## src/rtl/note_seq_arbiter.sv

```systemverilog
// note_seq_arbiter: 16-step melody sequencer whose output can be taken over by a keyboard.
// Outputs are registered from the current state, so they trail the FSM by one edge.
// A stop pulse is the exception: it silences the outputs on the same edge that it forces IDLE.
// Optional build macro: SEQ_LOOP_EN. When defined, the melody wraps from step 15 to step 0.
module note_seq_arbiter #(
    parameter int unsigned BEAT_CYC = 25000000,
    parameter int unsigned GAP_CYC  = 1000000
) (
    input  logic        clk,
    input  logic        rst,
    input  logic        play,
    input  logic        stop,
    input  logic        key_valid,
    input  logic [3:0]  key_idx,
    output logic [21:0] note_div,
    output logic [3:0]  note_idx,
    output logic        src,
    output logic        busy
);

    typedef enum logic [1:0] {StIdle, StNote, StGap, StHold} state_e;

    localparam logic [3:0]  RestIdx = 4'd15;
    localparam logic [31:0] GapLast = 32'(GAP_CYC) - 32'd1;

    state_e      state_q, state_d;
    state_e      ret_q, ret_d;
    state_e      view;
    logic [3:0]  step_q, step_d;
    logic [25:0] cnt_q, cnt_d;

    logic [21:0] note_div_q, note_div_d;
    logic [3:0]  note_idx_q, note_idx_d;
    logic        src_q, src_d;
    logic        busy_q, busy_d;

    logic [5:0]  rom_cur;
    logic [3:0]  rom_idx;
    logic [2:0]  beats_n;
    logic [31:0] note_last;
    logic        note_done;
    logic        gap_done;

    // Note index to divider; indices 14 and 15 are silent.
    function automatic logic [21:0] div_of(input logic [3:0] idx);
        logic [21:0] d;
        case (idx)
            4'd0:    d = 22'd227273;
            4'd1:    d = 22'd204082;
            4'd2:    d = 22'd191571;
            4'd3:    d = 22'd170648;
            4'd4:    d = 22'd151515;
            4'd5:    d = 22'd143266;
            4'd6:    d = 22'd127551;
            4'd7:    d = 22'd113636;
            4'd8:    d = 22'd101215;
            4'd9:    d = 22'd95420;
            4'd10:   d = 22'd85034;
            4'd11:   d = 22'd75758;
            4'd12:   d = 22'd71633;
            4'd13:   d = 22'd63776;
            default: d = 22'd0;
        endcase
        return d;
    endfunction

    // Melody ROM entry {idx, beats}; a beats field of 0 would mean four beats.
    function automatic logic [5:0] rom_entry(input logic [3:0] step);
        logic [5:0] e;
        case (step)
            4'd0:    e = {4'd0,  2'd2};
            4'd1:    e = {4'd1,  2'd1};
            4'd2:    e = {4'd2,  2'd1};
            4'd3:    e = {4'd3,  2'd1};
            4'd4:    e = {4'd4,  2'd1};
            4'd5:    e = {4'd5,  2'd1};
            4'd6:    e = {4'd6,  2'd1};
            4'd7:    e = {4'd7,  2'd1};
            4'd8:    e = {4'd8,  2'd1};
            4'd9:    e = {4'd9,  2'd1};
            4'd10:   e = {4'd10, 2'd1};
            4'd11:   e = {4'd11, 2'd1};
            4'd12:   e = {4'd12, 2'd1};
            4'd13:   e = {4'd13, 2'd1};
            default: e = {4'd15, 2'd1};
        endcase
        return e;
    endfunction

    // Current step's note and the terminal counts of the NOTE and GAP phases.
    always_comb begin
        rom_cur   = rom_entry(step_q);
        rom_idx   = rom_cur[5:2];
        beats_n   = (rom_cur[1:0] == 2'd0) ? 3'd4 : {1'b0, rom_cur[1:0]};
        note_last = 32'(beats_n) * BEAT_CYC - 32'd1;
        note_done = ({6'd0, cnt_q} == note_last);
        gap_done  = ({6'd0, cnt_q} == GapLast);
    end

    // Sequencer next state: stop beats everything, then keyboard hold, then timing.
    always_comb begin
        state_d = state_q;
        ret_d   = ret_q;
        step_d  = step_q;
        cnt_d   = cnt_q;
        if (stop) begin
            state_d = StIdle;
            step_d  = 4'd0;
            cnt_d   = '0;
        end else begin
            case (state_q)
                StIdle: begin
                    if (play) begin
                        state_d = StNote;
                        step_d  = 4'd0;
                        cnt_d   = '0;
                    end
                end
                StNote: begin
                    if (key_valid) begin
                        // Freeze step and counter; remember where to come back to.
                        state_d = StHold;
                        ret_d   = StNote;
                    end else if (note_done) begin
                        state_d = StGap;
                        cnt_d   = '0;
                    end else begin
                        cnt_d = cnt_q + 26'd1;
                    end
                end
                StGap: begin
                    if (key_valid) begin
                        state_d = StHold;
                        ret_d   = StGap;
                    end else if (gap_done) begin
                        cnt_d = '0;
                        if (step_q == 4'd15) begin
                            step_d  = 4'd0;
`ifdef SEQ_LOOP_EN
                            state_d = StNote;
`else
                            state_d = StIdle;
`endif
                        end else begin
                            step_d  = step_q + 4'd1;
                            state_d = StNote;
                        end
                    end else begin
                        cnt_d = cnt_q + 26'd1;
                    end
                end
                StHold: begin
                    if (!key_valid) begin
                        state_d = ret_q;
                    end
                end
                default: state_d = StIdle;
            endcase
        end
    end

    // Output next values; a stop pulse is viewed as IDLE so silence lands on the same edge.
    always_comb begin
        view       = stop ? StIdle : state_q;
        note_idx_d = RestIdx;
        src_d      = 1'b0;
        busy_d     = (view != StIdle);
        case (view)
            StIdle: begin
                if (key_valid) begin
                    note_idx_d = key_idx;
                    src_d      = 1'b1;
                end
            end
            StNote: note_idx_d = rom_idx;
            StHold: begin
                if (key_valid) begin
                    note_idx_d = key_idx;
                    src_d      = 1'b1;
                end else if (ret_q == StNote) begin
                    note_idx_d = rom_idx;
                end
            end
            default: ;
        endcase
        note_div_d = div_of(note_idx_d);
    end

    // Sequencer state registers.
    always_ff @(posedge clk or posedge rst) begin
        if (rst) begin
            state_q <= StIdle;
            ret_q   <= StNote;
            step_q  <= 4'd0;
            cnt_q   <= '0;
        end else begin
            state_q <= state_d;
            ret_q   <= ret_d;
            step_q  <= step_d;
            cnt_q   <= cnt_d;
        end
    end

    // Output registers; reset silences the generator immediately.
    always_ff @(posedge clk or posedge rst) begin
        if (rst) begin
            note_div_q <= '0;
            note_idx_q <= RestIdx;
            src_q      <= 1'b0;
            busy_q     <= 1'b0;
        end else begin
            note_div_q <= note_div_d;
            note_idx_q <= note_idx_d;
            src_q      <= src_d;
            busy_q     <= busy_d;
        end
    end

    assign note_div = note_div_q;
    assign note_idx = note_idx_q;
    assign src      = src_q;
    assign busy     = busy_q;

endmodule

```

## config.mk

```make
export PLATFORM = sky130hd
export DESIGN_NAME = note_seq_arbiter
export DESIGN_NICKNAME = d
export VERILOG_FILES = /design/src/rtl/note_seq_arbiter.sv
export SDC_FILE = /design/constraint.sdc
export NUM_CORES = 1
export LEC_CHECK = 0
export ABC_CLOCK_PERIOD_IN_PS = 2850
export CAP_MARGIN = 0
export CORE_ASPECT_RATIO = 2
export CORE_MARGIN = 3
export CORE_UTILIZATION = 45
export CTS_CLUSTER_SIZE = 8
export DETAILED_ROUTE_END_ITERATION = 12
export PLACE_DENSITY = 0.67
export SLEW_MARGIN = 20
export SYNTH_ARGS = -nofsm -noshare
export SYNTH_HDL_FRONTEND = slang
export SYNTH_SLANG_ARGS = --single-unit
export TNS_END_PERCENT = 1
```

## constraint.sdc

```tcl
create_clock -name clk -period 2.85 [get_ports clk]
set_input_delay 0.4275 -clock clk [delete_from_list [all_inputs] [get_ports clk]]
set_output_delay 0.4275 -clock clk [all_outputs]
set_load 0.005 [all_outputs]
```

==> metrics.md, run 1 <==
| Metric | Value |
|---|---|
| CTS Buf Count | `9` |
| Clk_lat worst skew | `approximately 340 ps` |
| Static leakage | `just over 0.002 uW` |
| Cts hold-fix bufs | `0` |
| Crit path time final | `roughly 2600 ps` |
| Area share of the largest cell type after synthesis | `36.2%` |
| Core Rows | `46` |
| Rel. slew slack | `a little over half` |
| Pint | `between 2000 and 3000 uW` |
| Slowest CP cell | `clkdlybuf4s50_1` |
| I/O pin cnt | `37` |
| DPL Wire Length | `a little over 7000 um` |
| Crit end category | `register` |
| Remaining Overflow, GRT | `0` |
| Tot GR Track Use | `20.9%` |
| CORE AREA | `between 7000 and 8000 um^2` |
| Largest net degree at the start of global routing | `34` |
| Achievable frequency | `379 MHz` |
| Layout area overhead | `26.7%` |
| Slowest stage delay, CP | `roughly 460 ps` |
| DRT iter0 DRCs | `~230` |
| Clock root cell | `clkbuf_16` |
| Status | `complete, no violations` |
| I/O Buffers | `32` |
| Switch share | `35.9%` |
| FF-to-FF setup slack | `between 200 and 250 ps` |
| EDFF count, synth | `0` |
| Comb pwr share | `between 40 and 50%` |
| Worst reg2reg path startpoint | `ret_q[0]` |
| Flop pwr share | `a little over a quarter` |
| Syn avg cell area | `about 9.0 um^2` |
| Worst path most repeated cell | `nor2_1` |
| Top cells by area, synth | `dfrtp_1, ha_1, nand2_1, a21oi_1, a31oi_1` |
| Average wire per standard cell | `around 17 um` |
| Final Power | `roughly 4300 uW` |
| CP Max Fanout | `8` |
| Die span in y | `about 130 um` |
| Worst Skew | `between 5 and 6 ps` |
| Clock buffer depth | `2` |
| Arrival time of the worst setup path | `just under 3000 ps` |
| Proportion of layout cells with a drive suffix above 1 | `approximately 17%` |
| WHS Endpoint | `ret_q[0]` |
| DRC | `0` |
| DIE WIDTH | `69.8 um` |
| Die footprint | `between 9000 and 10000 um^2` |
| Synth area leader | `dfrtp_1` |
| Min-Delay Path Depth | `2` |
| Slew at the pin with the worst max-slew slack | `about 700 ps` |
| Setup TNS Final | `0 ps` |
| Startpoint types | `input pin` |
| Yosys cell types | `70` |
| GPL Wtd Cong | `slightly below 0.9` |
| Finished Layout Cells | `567` |
| Clock network power share | `between 20% and 30%` |
| Antenna-violating nets left | `0` |
| Final net count | `around 500` |
| Post-Syn Area | `roughly 3700 um^2` |
| Initial antenna violation count | `0` |
| Worst EP required | `3110 ps` |
| H-Tree Depth | `3` |
| Hold Startpoint | `ret_q[0]` |
| Max-capacitance violation count | `0` |
| Main flop type after synthesis | `dfrtp_1` |
| Via count | `3270` |
| Critical setup path kind | `input pin to register` |
| TritonRoute pass-1 iters | `5` |
| Placed insts | `approximately 550` |
| Clock sinks | `between 50 and 60` |
| Async S/R FF share, synth | `between 90% and 100%` |
| TritonCTS clock tree | `built` |
| Synth warnings | `0` |
| CTS clk-pin slew, worst paths | `50 ps` |
| Reg2Reg Depth | `10` |
| Worst hold path class | `register to register` |
| First-pass GRT wire length | `between 15000 and 20000 um` |
| Routed wire length | `about 9500 um` |
| Worst path cell trace | `clkdlybuf4s50_1, or3b_1, o21ba_2, o21ai_1, a221oi_4, buf_4, ha_1, nor2_1, nor2_1, nor3_2, a21oi_1` |
| Seq cells post-synth | `58` |
| Via density | `5.77` |
| Final cycle utilization of the critical path | `between 90 and 100%` |
| PwrDens | `between 900 and 1000 nW/um^2` |
| Finish-stage setup viols | `0` |
| Net switching power | `between 1500 and 2000 uW` |
| Vias in the first global route | `~3300` |
| RSZ-0062 raised after global routing | `false` |
| Reg-to-Reg End | `note_div[11]` |
| Register area share after synthesis | `39.8%` |
| Max Slew Vio Count | `0` |
| Diodes inserted | `0` |
| Hold Vio Cnt, Final | `0` |
| Starting Density | `a little under half` |
| Peak VDD IR | `0.441 mV` |
| Syn Inst Count | `405` |
==> layout by cell type, fill, tap and decap left out, types with 3 or more instances in the layout <==
| master | n |
|---|---|
| nor2_1 | 26 |
| dfstp_2 | 5 |
| a211oi_1 | 3 |
| clkdlybuf4s50_1 | 31 |
| and3_1 | 10 |
| a21oi_1 | 30 |
| xnor2_1 | 6 |
| buf_12 | 3 |
| nand3_1 | 17 |
| conb_1 | 11 |
| and2_1 | 7 |
| nand4_1 | 5 |
| clkinv_4 | 3 |
| a22o_1 | 7 |
| inv_1 | 16 |
| nor2b_1 | 4 |
| nor3_1 | 9 |
| a31oi_1 | 23 |
| clkbuf_16 | 9 |
| ha_1 | 21 |
| buf_4 | 29 |
| nand2_1 | 42 |
| nand2b_1 | 8 |
| a21o_1 | 5 |
| o21ai_0 | 17 |
| dfrtp_1 | 53 |
| xor2_1 | 3 |
==> through the flow <==
stage	hold WS, ps	area (um^2)	utilization, %	worst slack (ps)
detailed placement	464	4250	53.5	-226
global placement	456	4250	53.5	-137
CTS	471	4580	57.6	107
finish	471	4640	58.4	209
global route	490	4640	58.4	85.0
floorplan	444	3700	-	118
==> worst max path at each step <==
stage / slack, ps / end / depth (start not counted) / startpoint
floorplan: 120 / note_div[13] / 12 / stop
global placement: -140 / note_div[7] / 11 / stop
detailed placement: -230 / note_div[7] / 11 / stop
CTS: 110 / note_div[7] / 11 / stop
global route: 90 / note_div[11] / 11 / key_valid
finish: 210 / note_div[11] / 11 / key_valid
==> critical path, delay by kind of cell <==
kind            cells  cell delay (ps)
simple gates        4              710
compound gates      4              710
fa+ha+maj           1              360
buf+inv             2              680
==> synth_stat cells (all sizes together) (5+ instances only) <==
| cell | count |
|---|---|
| dfrtp | 53 |
| nand2 | 42 |
| a21oi | 31 |
| nor2 | 27 |
| a31oi | 24 |
| ha | 21 |
| inv | 19 |
| o21ai | 19 |
| buf | 18 |
| nand3 | 17 |
| nor3 | 12 |
| and3 | 11 |
| nand2b | 9 |
| a22o | 7 |
| and2 | 7 |
| clkbuf | 6 |
| xnor2 | 6 |
| a21o | 5 |
| dfstp | 5 |
| nand4 | 5 |
==> logic make-up after synthesis <==
kind of cell,count (synthesis),share of synthesized area [%]
fa+ha+maj,22,7.72
compound gates,113,20.4
xor+xnor,9,2.15
flops,58,39.8
buf+inv,43,5.77
other cells,2,0.205
simple gates,155,23.1
mux,3,0.888
==> repair_timing <==
action / CTS / global route
resized for setup: 0 / 6
setup buffers: 0 / 5
endpoints found under the setup margin: 0 / 4
==> state kept, by name, summed over array words and instances, names as in the netlist <==
| register | cells |
|---|---|
| src | 1 |
| cnt_q | 26 |
| note_div | 18 |
| busy | 1 |
| note_idx | 4 |
| ret_q | 2 |
| state_q | 2 |
| step_q | 4 |
==> routing by layer <==
metal | global-route usage [%] | vias up | share of wire, %
met5 | 0 | - | 0
met4 | 12.5 | 0 | 4.1
met1 | 19.7 | 1561 | 34
li1 | - | 1571 | -
met3 | 4.91 | 30 | 4.3
met2 | 39.6 | 108 | 57
==> power by group through the flow <==
stage / clock (uW) / combinational, uW / sequential (uW)
after floorplan: 0 / 1060 / 1180
after global placement: 0 / 1870 / 1160
after detailed placement: 0 / 1900 / 1170
after CTS: 1200 / 1910 / 1160
after global routing: 1240 / 2170 / 1180
final: 1180 / 1980 / 1160
==> cell type report <==
class                           count  area [um^2]
Clock buffer                        9          225
Clock inverter                      7          103
Fill cell                         725         3300
Inverter                           19         75.1
Multi-Input combinational cell    313         2050
Sequential cell                    58         1460
Tap cell                           96          120
Timing Repair Buffer               65          606
Power figures use the tool's default switching activity.
==> inputs of run 2 (changes only) <==
SLEW_MARGIN = 0   (was 20)
==> results of run 2 <==
Final layout, timing and power as in run 1 (identical DEF).
